**src/rtl/spc_config_deserializer.sv**
```systemverilog
// Serial configuration deserializer: oversamples Cfg_clk/Cfg_in/Cfg_en in the Clk domain,
// shifts bits LSB-first and commits a WIDTH-bit word only when a frame is complete.
module spc_config_deserializer #(
    parameter int               WIDTH       = 11,
    parameter int               SYNC_STAGES = 2,
    parameter logic [WIDTH-1:0] RESET_WORD  = '0
) (
    input  logic             Clk,
    input  logic             Resetn,
    input  logic             Cfg_clk,
    input  logic             Cfg_in,
    input  logic             Cfg_en,
    output logic [WIDTH-1:0] Cfg_word,
    output logic             Cfg_valid,
    output logic             Cfg_busy,
    output logic             Cfg_err
);

    localparam int CW = $clog2(WIDTH + 1);

    typedef enum logic [1:0] {
        IDLE   = 2'd0,
        SHIFT  = 2'd1,
        COMMIT = 2'd2
    } state_t;

    logic [SYNC_STAGES-1:0] clk_sync;
    logic [SYNC_STAGES-1:0] in_sync;
    logic [SYNC_STAGES-1:0] en_sync;
    logic                   sync_clk_d;
    logic                   sync_clk;
    logic                   sync_in;
    logic                   sync_en;
    logic                   rise;

    state_t                 state;
    logic [WIDTH-1:0]       shreg;
    logic [CW-1:0]          count;

    // Equal-depth chains keep data and enable aligned with the clock they belong to.
    always_ff @(posedge Clk) begin
        if (!Resetn) begin
            clk_sync   <= '0;
            in_sync    <= '0;
            en_sync    <= '0;
            sync_clk_d <= 1'b0;
        end else begin
            // NOTE: non-blocking assignments let each stage sample the previous stage's old value.
            clk_sync   <= {clk_sync[SYNC_STAGES-2:0], Cfg_clk};
            in_sync    <= {in_sync[SYNC_STAGES-2:0], Cfg_in};
            en_sync    <= {en_sync[SYNC_STAGES-2:0], Cfg_en};
            sync_clk_d <= clk_sync[SYNC_STAGES-1];
        end
    end

    assign sync_clk = clk_sync[SYNC_STAGES-1];
    assign sync_in  = in_sync[SYNC_STAGES-1];
    assign sync_en  = en_sync[SYNC_STAGES-1];
    assign rise     = sync_clk & ~sync_clk_d;

    always_ff @(posedge Clk) begin
        if (!Resetn) begin
            state     <= IDLE;
            shreg     <= '0;
            count     <= '0;
            Cfg_word  <= RESET_WORD;
            Cfg_valid <= 1'b0;
            Cfg_busy  <= 1'b0;
            Cfg_err   <= 1'b0;
        end else begin
            Cfg_valid <= 1'b0;
            Cfg_err   <= 1'b0;
            case (state)
                IDLE: begin
                    count    <= '0;
                    shreg    <= '0;
                    Cfg_busy <= 1'b0;
                    if (sync_en) state <= SHIFT;
                end
                SHIFT: begin
                    // An enable drop outranks a coincident rise, so that bit is discarded.
                    if (!sync_en) begin
                        Cfg_err  <= (count != '0);
                        count    <= '0;
                        shreg    <= '0;
                        Cfg_busy <= 1'b0;
                        state    <= IDLE;
                    end else if (rise) begin
                        shreg <= {sync_in, shreg[WIDTH-1:1]};
                        count <= count + CW'(1);
                        if (count == CW'(WIDTH - 1)) begin
                            Cfg_busy <= 1'b0;
                            state    <= COMMIT;
                        end else begin
                            Cfg_busy <= 1'b1;
                        end
                    end
                end
                COMMIT: begin
                    Cfg_word  <= shreg;
                    Cfg_valid <= 1'b1;
                    count     <= '0;
                    Cfg_busy  <= 1'b0;
                    state     <= sync_en ? SHIFT : IDLE;
                end
                default: begin
                    state <= IDLE;
                    count <= '0;
                end
            endcase
        end
    end

endmodule

```
**config.mk**
```make
export PLATFORM = sky130hd
export DESIGN_NAME = spc_config_deserializer
export DESIGN_NICKNAME = d
export VERILOG_FILES = /design/src/rtl/spc_config_deserializer.sv
export SDC_FILE = /design/constraint.sdc
export NUM_CORES = 1
export LEC_CHECK = 0
export BUFFER_PORTS_ARGS = -buffer_cell sky130_fd_sc_hd__buf_2
export CAP_MARGIN = 20
export CELL_PAD_IN_SITES_DETAIL_PLACEMENT = 1
export CELL_PAD_IN_SITES_GLOBAL_PLACEMENT = 2
export CORE_MARGIN = 4
export CORE_UTILIZATION = 34
export DETAILED_ROUTE_END_ITERATION = 10
export PLACE_DENSITY = 0.72
export SYNTH_ARGS = -nofsm -noshare
export SYNTH_HDL_FRONTEND = slang
export SYNTH_SLANG_ARGS = --single-unit
export TNS_END_PERCENT = 50
```
**constraint.sdc**
```tcl
create_clock -name Clk -period 1.6 [get_ports Clk]
set_input_delay 0.08 -clock Clk [delete_from_list [all_inputs] [get_ports Clk]]
set_output_delay 0.08 -clock Clk [all_outputs]
set_load 0.05 [all_outputs]
```
### After elaboration in Yosys (flattened, before gate mapping)

Index checks and enable logic that the tools add are counted.

* bitwise operators: 4
* mux-type cells: 14
* add/sub/neg operators: 1
* reductions and logical operators: 10
* eq/ne operators: 6

Operators by type and width (number)
* 11-bit two-way mux: 2
* 11-bit case mux with 2 select lines: 1
* 2-bit two-way mux: 4
* 3-bit inequality test, second input constant: 2
* 2-bit case mux with 3 select lines: 1
* 3-bit AND reduction: 2
* 1-bit two-way mux: 5
* 4-bit by 1-bit adder with 4-bit output, second input constant: 1
* 4-bit == test, second input constant: 1
* 2-bit AND reduction: 2
* 2-bit nonzero test: 2
* 4-bit nonzero test: 1
* 1-bit NOT: 3
* 3-bit OR reduction: 1
* 2-bit by 1-bit == test with 1-bit output, second input constant: 1
* 2-bit == test, second input constant: 1
* 2-bit logical NOT: 1
* 2-bit inequality test, second input constant: 1
* 1-bit case mux with 2 select lines: 1
* 2-bit OR reduction: 1
* 1-bit bitwise AND: 1

* output and inout port bits: 14
* register bits after elaboration: 38
* word-level logic and storage cells: 46

### Logic depth before layout (Yosys ltp)

Gate-level depths: netlist of the first run.

* depth in word-level cells: 5
* mapped depth: 5
* gate-level depth less buffers: 5

### Worst setup path after synthesis of the first run

OpenSTA, ideal clock, no wires.

* path type: register -> register
* start point: register, netlist name Cfg_busy
* end point: register Cfg_busy
* required time: 1497 ps
* clock period less this slack: 1178 ps
* library setup time: 103 ps
* path buffers: 0
* slack: 422 ps
* cell stages (with the launch flop): 3
* arrival: 1074 ps
* cell sequence: dfxtp_1 > o21ba_2 > a2111oi_2

RTL lines
* end signal: assignment: line 68 `Cfg_busy <= 1'b0;`
* end signal: assignment: line 77 `Cfg_busy <= 1'b0;`
* end signal: assignment: line 86 `Cfg_busy <= 1'b0;`
* end: declaration: line 15 `output logic Cfg_busy,`

### Worst setup path after layout of the first run

* start point: register sync_clk_d
* end point: register shreg[9]

* cells in the longest elaborated chain, start to end: 4

Ends and longest elaborated chain
* start: declaration: line 30 `logic sync_clk_d;`
* start signal: assignment: line 52 `sync_clk_d <= clk_sync[SYNC_STAGES-1];`
* 1-bit NOT: line 59 `assign rise = sync_clk & ~sync_clk_d;`
* 1-bit bitwise AND: line 59
* 3-bit inequality test (no source line)
* 2-bit AND reduction (no source line)
* end signal: assignment: line 89 `shreg <= {sync_in, shreg[WIDTH-1:1]};`
* end: declaration: line 37 `logic [WIDTH-1:0] shreg;`

Every way passes these cells.
A chain may end at the register's enable or synchronous reset.

==> flow_metrics.py, run 1 <==
metrics = {
    "status": {
        "status": "complete, no violations",
    },
    "sta": {
        "hold_violations": 0,
        "skew_ps": 4.05,
        "setup_slack_ps": 283,
        "fmax_ghz": 0.759,
        "rsz0062_at_grt": "no",
        "final-max-slew-violation-count": 0,
        "report.final.setup_viol": 0,
        "timing.setup.tns_ps": 0,
        "whs_ps": 188,
        "period_share_pct": 82.3,
        "slew-limit-headroom_pct": 70.1,
        "tightestPinTransition_ps": 449,
        "finalCriticalPeriod_ps": 1320,
    },
    "power_and_ir_drop": {
        "power.leakage_nw": 0.621,
        "ir_drop_mv": 0.330,
        "total_power_mw": 1.61,
        "power_density_mw_per_mm2": 950,
    },
    "logic_synthesis": {
        "avgSynthCellArea_um2": 9.49,
        "async_reset_ff_share_pct": 0,
        "seq_area_frac_synth_pct": 51.4,
        "synth.largest_area_cell": "dfxtp_1",
        "synth_edf_count": 0,
        "ys_warn_count": 0,
        "ys_ff_latch": 38,
        "syn-num-nets": 164,
        "synthCells": 156,
        "synth_top_area_share_pct": 51.4,
        "synth_area_mm2": 0.00148,
        "yosysUniqueCellTypes": 31,
        "synth_most_common_cell": "nand2_1",
        "ys_top_cells_by_count": "47 x nand2_1, 38 x dfxtp_1, 12 x mux2i_1, 11 x a21boi_0, 8 x and2_1",
        "ys.flop_type": "dfxtp_1",
        "synthTopCellsByArea": "dfxtp_1 51%, nand2_1 12%, mux2i_1 8.1%",
    },
    "clock_tree": {
        "clk_pin_slew_worst_paths_ps": 70,
        "clock_sinks": 38,
        "cts-root-buf": "clkbuf_8",
        "post_cts_resized": 0,
        "cts_tree": "yes",
        "cts.path.max_buffers": 2,
        "cts_max_level": 2,
        "clk_latency_ps": 280,
        "cts_made_buffers": 5,
    },
    "finish": {
        "nNetsFinal": 186,
        "utilization_pct": 41.2,
        "syn_to_final_growth_pct": 14.6,
        "multi_input_area_um2": 643,
        "fin_area_mm2": 0.00170,
        "drive_gt1_share_pct": 16.3,
        "diodes": 0,
        "regArea_um2": 761,
        "n_fill_cell": 505,
        "stdcell_count": 228,
    },
    "placement": {
        "place_ws_ps": 260,
        "hpwl_mm": 2.00,
        "placed_cell_area_mm2": 0.00159,
        "numPlacedInstances": 218,
        "routabilityCongestion": 0.706,
        "portBuffers": 18,
    },
    "detailed_routing": {
        "drt_iter0_drc": 52,
        "drt-wirelength-per-cell_um": 12.5,
        "vias": 1069,
        "ant_nets": 0,
        "drt-pass1-iter-count": 4,
        "drc_errors": 0,
        "wirelength_mm": 2.85,
        "post_drt_via_cell_ratio": 4.69,
    },
    "setup_path": {
        "slowest_stage": "a31o_4",
        "path_cells": "nand2b_1 > a31o_4 > mux2i_1",
        "path_max_fanout": 11,
        "cp-start-kind": "register",
        "slowest_delay_ps": 350,
        "arrival_ps": 1520,
        "critPathTopFamily": "compound AO/OA/AOI/OAI gates",
        "crit_buf_inv": 0,
        "critPathRequiredTime_ps": 1810,
        "critPathKind": "reg -> reg",
        "cp-end-kind": "register",
    },
    "grt": {
        "track_usage_pct": 12.3,
        "grt_antenna_before_repair": 0,
        "grt_pass1_wl_mm": 5.13,
        "grt_max_degree": 21,
        "first_global_vias": 1114,
        "grt_overflow": 0,
    },
    "die": {
        "row_count": 23,
        "core_region_area_mm2": 0.00412,
        "die_area_mm2": 0.00547,
        "start_util_pct": 36.0,
        "die-height_um": 74.0,
        "die_x_um": 74.0,
        "io_pins": 19,
    },
    "worst_hold_path": {
        "hp-class": "in -> reg",
    },
    "flow_run": {
        "cap_violations": 0,
    },
}
==> final timing paths <==
| path | startpoint | to | slack, ps | cells past startpoint |
|---|---|---|---|---|
| worst max-delay path | sync_clk_d | shreg[9] | 280 | 3 |
| worst min-delay path | Resetn | Cfg_word[2] | 190 | 2 |
| worst max register to register | sync_clk_d | shreg[9] | 280 | 3 |
| worst min register to register | in_sync[0] | in_sync[1] | 440 | 1 |
==> report_power, final <==
part | switching (mW) | internal (mW) | leakage, nW
registers | 0.00619 | 0.955 | 0.307
clock network | 0.307 | 0.300 | 0.0383
logic | 0.0220 | 0.0222 | 0.275
total | 0.335 | 1.28 | 0.621
==> worst reg2reg max path, delay by kind of cell, from the launching register on <==
kind / cells / cell delay [ps]
muxes: 1 / 230
DFF: 1 / 320
AOI/OAI and AO/OA: 1 / 350
and+or+nand+nor: 1 / 340
==> state kept, by name, indices dropped and copies added (netlist names) <==
| register | cells |
|---|---|
| Cfg_busy | 1 |
| Cfg_err | 1 |
| Cfg_valid | 1 |
| Cfg_word | 11 |
| clk_sync | 2 |
| count | 4 |
| en_sync | 2 |
| in_sync | 2 |
| shreg | 11 |
| state | 2 |
| sync_clk_d | 1 |
==> layout by cell type, fill, tap and decap left out, types with 2 or more instances in the layout <==
master         synthesis  layout
mux2i_1               12      12
clkbuf_8               0       5
nor4_1                 2       2
nand2b_1               2       2
nand2_1               47      47
nand3_1                2       2
dfxtp_1               38      38
ha_1                   3       3
nor2_1                 4       4
dlygate4sd3_1          0       3
and2_1                 8       8
buf_2                  3      18
clkbuf_1               2       2
buf_4                  1       3
a21boi_0              11      11
inv_1                  3       3
==> routing by layer <==
| layer | wire length, µm | GRT usage [%] | up-vias |
|---|---|---|---|
| li1 | - | - | 555 |
| met1 | 1400 | 15.2 | 494 |
| met2 | 1280 | 19.1 | 18 |
| met3 | 140 | 5.00 | 2 |
| met4 | 21 | 4.83 | 0 |
| met5 | 0 | 0 | - |
==> logic make-up after synthesis <==
| kind of cell | synth area share, % |
|---|---|
| fa+ha+maj | 2.54 |
| xor+xnor | 1.18 |
| compound gates | 9.55 |
| mux | 8.12 |
| simple gates | 22.1 |
| buf+inv | 5.16 |
| flops | 51.4 |
==> final cells by class <==
cell class                 instances  share of cell area [%]
timing repair buffer              24                    8.41
sequential                        38                    44.8
multi-input combinational        106                    37.9
tap                               50                    3.69
clock buffer                       7                    4.50
inverter                           3                   0.664
==> what timing repair did <==
item,4_1_cts,5_1_grt
hold endpoints to repair,3,0
setup buffers,0,0
hold buffers,3,0
No activity file was read; power rests on OpenSTA's default activity.
==> inputs of run 2 (changes only) <==
CORE_UTILIZATION = 31   (was 34)
PLACE_DENSITY = 0.69   (was 0.72)
clock period = 1.11 ns   (was 1.6 ns; I/O delays follow)
==> flow_metrics.py, run 2 (same netlist as run 1, synthesis figures left out) <==
metrics = {
    "placement": {
        "routabilityCongestion": 0.779,
        "place_ws_ps": -144,
        "portBuffers": 18,
        "placed_cell_area_mm2": 0.00168,
        "hpwl_mm": 2.22,
    },
    "detailed_routing": {
        "dr_wl_met3_um": 114,
        "top_layer": "met4",
        "drt_iter0_drc": 55,
        "drt-met1-wl_mm": 1.50,
        "wirelength_mm": 3.44,
        "drt-pass1-iter-count": 4,
        "met2_length_mm": 1.80,
        "post_drt_via_cell_ratio": 4.72,
        "drt-wirelength-per-cell_um": 14.2,
        "ant_nets": 0,
        "vias": 1147,
        "drc_errors": 0,
    },
    "finish": {
        "final_common_cell": "nand2_1",
        "nNetsFinal": 198,
        "reg_top3": "Cfg_word (11), shreg (11), count (4)",
        "n_fill_cell": 506,
        "regArea_um2": 773,
        "diodes": 0,
        "syn_to_final_growth_pct": 31.4,
        "multi_input_area_um2": 753,
        "most-common-layout-cells": "46 x nand2_1, 30 x dfxtp_1, 18 x buf_2, 12 x mux2i_1, 11 x a21boi_0",
        "utilization_pct": 43.5,
        "fin_area_mm2": 0.00195,
        "drive_gt1_share_pct": 34.6,
    },
    "die": {
        "io_pins": 19,
        "die_area_mm2": 0.00594,
        "start_util_pct": 33.1,
        "die-height_um": 77.1,
        "die_x_um": 77.1,
        "core_region_area_mm2": 0.00447,
        "row_count": 24,
    },
    "power_and_ir_drop": {
        "p_sw_uw": 523,
        "ir_drop_mv": 0.666,
        "power_density_mw_per_mm2": 1250,
        "p_int_mw": 1.92,
        "swShare_pct": 21.4,
        "p_clk_share_pct": 39.8,
        "p_comb_share_pct": 3.6,
        "power.leakage_nw": 0.722,
        "seqPwrFrac_pct": 56.6,
    },
    "clock_tree": {
        "cts_tree": "yes",
        "clk_latency_ps": 290,
        "cts.path.max_buffers": 2,
        "cts-root-buf": "clkbuf_8",
        "clock_sinks": 38,
        "clk_pin_slew_worst_paths_ps": 70,
        "cts_max_level": 2,
        "cts_made_buffers": 5,
    },
    "setup_path": {
        "critPathKind": "reg -> reg",
        "path_max_fanout": 7,
        "cp-end-kind": "register",
        "critPathRequiredTime_ps": 1330,
        "cp-start-kind": "register",
        "arrival_ps": 1350,
    },
    "sta": {
        "rsz0062_at_grt": "yes",
        "tightestPinTransition_ps": 278,
        "slew-limit-headroom_pct": 81.3,
        "final-max-slew-violation-count": 0,
        "report.final.setup_viol": 3,
        "fmax_ghz": 0.888,
        "skew_ps": 3.74,
        "whs_ps": 130,
        "period_share_pct": 101,
        "finalCriticalPeriod_ps": 1130,
        "setup_slack_ps": -15.7,
        "hold_violations": 0,
    },
    "flow_run": {
        "cap_violations": 0,
    },
    "grt": {
        "grt_overflow": 0,
        "grt_pass1_wl_mm": 5.55,
        "grt_max_degree": 31,
        "first_global_vias": 1209,
        "track_usage_pct": 11.7,
        "grt_antenna_before_repair": 0,
    },
    "status": {
        "violations": "negative setup slack",
        "status": "finished with violations",
    },
    "worst_hold_path": {
        "hp-class": "in -> reg",
    },
}
## run 2: area by class of cell
| class | instances | area share, % |
|---|---|---|
| Inverter | 3 | 0.707 |
| Tap cell | 52 | 3.34 |
| Sequential cell | 38 | 39.7 |
| Clock buffer | 7 | 4.44 |
| Timing Repair Buffer | 35 | 12.8 |
| Multi-Input combinational cell | 107 | 38.7 |
| Clock inverter | 1 | 0.257 |
## run 2: timing repair
item                                    in CTS  in global routing
endpoints found under the setup margin      10                 20
buffers inserted                             2                  1
resized for setup                           12                 18
hold buffers                                 3                  0
hold endpoints to repair                     3                  0
gates cloned                                 0                  1
pin swaps                                    3                  4
## run 2: path summary, 6_finish.rpt
kind                    start           to  slack, ps  cells after the start
setup reg to reg   sync_clk_d     count[3]        -20                      3
hold reg to reg   clk_sync[0]  clk_sync[1]        440                      1
setup / recovery   sync_clk_d     count[3]        -20                      3
hold / removal         Resetn     state[0]        130                      3
## run 2: stage by stage
step | power (mW) | setup TNS, ps | cells
2_1_floorplan | 1.46 | -75.2 | 156
3_3_place_gp | 1.48 | -32.5 | 228
3_5_place_dp | 1.48 | -293 | 228
4_1_cts | 2.47 | -24.7 | 241
5_1_grt | 2.56 | -346 | 243
6_report | 2.44 | -27.7 | 243
## run 2: critical path: stages, from the launching register on
cell and delay [ps]:
dfxtp_2 320, nand2b_4 190, or3_1 410, a21oi_2 150
## run 2: per-layer routing
metal / vias up / GRT usage, %
li1: 577 / -
met3: 4 / 3.51
met2: 20 / 20.2
met5: - / 0
met1: 546 / 13.6
met4: 0 / 4.27
## run 2: power by group through the flow
stage,clock network (mW),registers [mW],logic (mW)
floorplan,0,1.41,0.0494
global placement,0,1.41,0.0673
detailed placement,0,1.41,0.0702
CTS,1.00,1.38,0.0808
global route,1.08,1.38,0.0967
finish,0.972,1.38,0.0882
==> inputs of run 3 (changes only) <==
--- a/config.mk
+++ b/config.mk
@@ -11,7 +11,8 @@
 export CELL_PAD_IN_SITES_GLOBAL_PLACEMENT = 2
 export CORE_MARGIN = 4
-export CORE_UTILIZATION = 31
+export CORE_UTILIZATION = 33
+export CTS_BUF_LIST = sky130_fd_sc_hd__clkbuf_4 sky130_fd_sc_hd__clkbuf_8
 export DETAILED_ROUTE_END_ITERATION = 10
-export PLACE_DENSITY = 0.69
+export PLACE_DENSITY = 0.73
 export SYNTH_ARGS = -nofsm -noshare
 export SYNTH_HDL_FRONTEND = slang
==> constraint.sdc (replaced) <==
create_clock -name Clk -period 1.11 [get_ports Clk]
set_input_delay 0.111 -clock Clk [delete_from_list [all_inputs] [get_ports Clk]]
set_output_delay 0.111 -clock Clk [all_outputs]
set_load 0.05 [all_outputs]
==> flow_metrics.py, run 3 (same netlist as run 1, synthesis figures left out) <==
metrics = {
    "status": {
        "status": "finished with violations",
        "violations": "negative setup slack",
    },
    "setup_path": {
        "timing.rr.end": "shreg[4]",
        "critPathRequiredTime_ps": 1330,
        "slowest_stage": "dfxtp_4",
        "rrSetupSlack_ps": -110,
        "crit_buf_inv": 2,
        "slowest_delay_ps": 360,
        "r2r_start": "state[1]",
        "path_cells": "buf_6 > and4b_2 > clkbuf_16 > nand2_2 > mux2i_1",
        "critPathTopFamily": "simple AND/OR/NAND/NOR gates",
        "cp-start-kind": "register",
        "cp-end-kind": "register",
        "rr_worst_depth": 5,
        "path_max_fanout": 5,
        "critPathKind": "reg -> reg",
        "arrival_ps": 1430,
    },
    "sta": {
        "setup_slack_ps": -106,
        "hold_violations": 0,
        "slew-limit-headroom_pct": 80.3,
        "fmax_ghz": 0.822,
        "skew_ps": 5.77,
        "finalCriticalPeriod_ps": 1220,
        "tightestPinTransition_ps": 293,
        "report.final.setup_viol": 12,
        "final-max-slew-violation-count": 0,
        "period_share_pct": 110,
        "rsz0062_at_grt": "yes",
    },
    "finish": {
        "diodes": 0,
        "final_common_cell": "nand2_1",
        "regArea_um2": 773,
        "utilization_pct": 43.6,
        "reg_top3": "Cfg_word (11), shreg (11), count (4)",
        "multi_input_area_um2": 696,
        "drive_gt1_share_pct": 35.4,
        "nNetsFinal": 196,
        "syn_to_final_growth_pct": 28.3,
        "most-common-layout-cells": "43 x nand2_1, 30 x dfxtp_1, 18 x buf_2, 13 x buf_4, 12 x mux2i_1",
        "fin_area_mm2": 0.00190,
        "n_fill_cell": 500,
    },
    "die": {
        "die_x_um": 75.0,
        "core_region_area_mm2": 0.00435,
        "die-height_um": 75.0,
        "row_count": 24,
        "die_area_mm2": 0.00562,
        "io_pins": 19,
        "start_util_pct": 34.0,
    },
    "grt": {
        "first_global_vias": 1104,
        "grt_antenna_before_repair": 0,
        "grt_pass1_wl_mm": 5.31,
        "grt_overflow": 0,
        "track_usage_pct": 13.0,
        "grt_max_degree": 22,
    },
    "clock_tree": {
        "cts-root-buf": "clkbuf_8",
        "cts_tree": "yes",
        "cts_max_level": 2,
        "cts_made_buffers": 5,
        "clk_pin_slew_worst_paths_ps": 70,
        "clk_latency_ps": 290,
        "clock_sinks": 38,
        "cts.path.max_buffers": 2,
    },
    "power_and_ir_drop": {
        "swShare_pct": 20.3,
        "power.leakage_nw": 0.715,
        "p_sw_uw": 520,
        "p_int_mw": 2.04,
        "power_density_mw_per_mm2": 1350,
        "p_clk_share_pct": 43.1,
        "seqPwrFrac_pct": 54.1,
        "ir_drop_mv": 0.535,
        "total_power_mw": 2.56,
        "p_comb_share_pct": 2.8,
    },
    "worst_hold_path": {
        "hp-class": "in -> reg",
        "hold_start": "Cfg_in",
        "min_to": "in_sync[0]",
        "holdPathStages": 2,
    },
    "flow_run": {
        "cap_violations": 0,
    },
    "placement": {
        "hpwl_mm": 2.24,
        "routabilityCongestion": 0.725,
        "placed_cell_area_mm2": 0.00168,
        "portBuffers": 18,
    },
    "detailed_routing": {
        "drt_iter0_drc": 42,
        "post_drt_via_cell_ratio": 4.72,
        "wirelength_mm": 3.24,
        "ant_nets": 0,
        "drc_errors": 0,
        "drt-pass1-iter-count": 4,
        "drt-wirelength-per-cell_um": 13.5,
        "vias": 1138,
    },
}
[run 3: changes by cell type in the layout (fill, tap and decap cells not counted), moves of 2 or more]
| cell | before | now |
|---|---|---|
| buf_4 | 10 | 13 |
| buf_6 | 3 | 1 |
| clkbuf_8 | 6 | 8 |
| dlygate4sd3_1 | 3 | 0 |
| ha_1 | 0 | 2 |
| ha_2 | 2 | 0 |
| nand2_1 | 46 | 43 |
| nand2_2 | 1 | 4 |
| nor2_1 | 2 | 4 |
| nor2_2 | 2 | 0 |
[run 3: how the worst max path moves through the flow]
stage,from,end,slack (ps),depth (start not counted)
global route,state[1],shreg[10],-180,5
global placement,state[1],Cfg_word[6],-50,3
CTS,state[1],shreg[10],-90,5
floorplan,sync_clk_d,shreg[10],-8,5
finish,state[1],shreg[4],-110,5
detailed placement,state[1],Cfg_word[9],-160,3
[run 3: timing repair]
| item | in CTS | in global routing |
|---|---|---|
| cloned | 0 | 1 |
| resized for setup | 3 | 16 |
| setup endpoints to repair | 27 | 23 |
| hold buffers | 0 | 0 |
| hold endpoints to repair | 0 | 0 |
| pin swaps | 2 | 2 |
| setup buffers | 0 | 3 |
[run 3: power groups by stage]
stage | combinational, mW | clock, mW | sequential [mW]
6_report | 0.0716 | 1.10 | 1.38
2_1_floorplan | 0.0494 | 0 | 1.41
3_5_place_dp | 0.0709 | 0 | 1.42
5_1_grt | 0.0787 | 1.19 | 1.38
3_3_place_gp | 0.0672 | 0 | 1.41
4_1_cts | 0.0715 | 1.15 | 1.38
[run 3: final cells by class]
type | instances | share of cell area, %
clock buffer | 8 | 5.80
inverter | 3 | 0.593
multi-input combinational | 106 | 36.6
sequential | 38 | 40.7
tap | 52 | 3.43
timing repair buffer | 34 | 12.8
[run 3: per-layer routing]
layer	GRT usage [%]	vias up	part of all wire [%]
met3	4.01	6	4.4
met5	0	-	0
met1	16.3	541	45
li1	-	571	-
met2	19.8	20	48
met4	7.11	0	2.3
[run 3: stage by stage]
| stage | instances | setup TNS, ps | setup WS, ps | hold slack (ps) |
|---|---|---|---|---|
| floorplan | 156 | -75.2 | -7.52 | 238 |
| global route | 241 | -1910 | -176 | 22.1 |
| detailed placement | 229 | -1710 | -155 | 328 |
| finish | 241 | -908 | -106 | 27.6 |
| global placement | 229 | -647 | -48.3 | 318 |
| CTS | 237 | -655 | -90.2 | 16.0 |
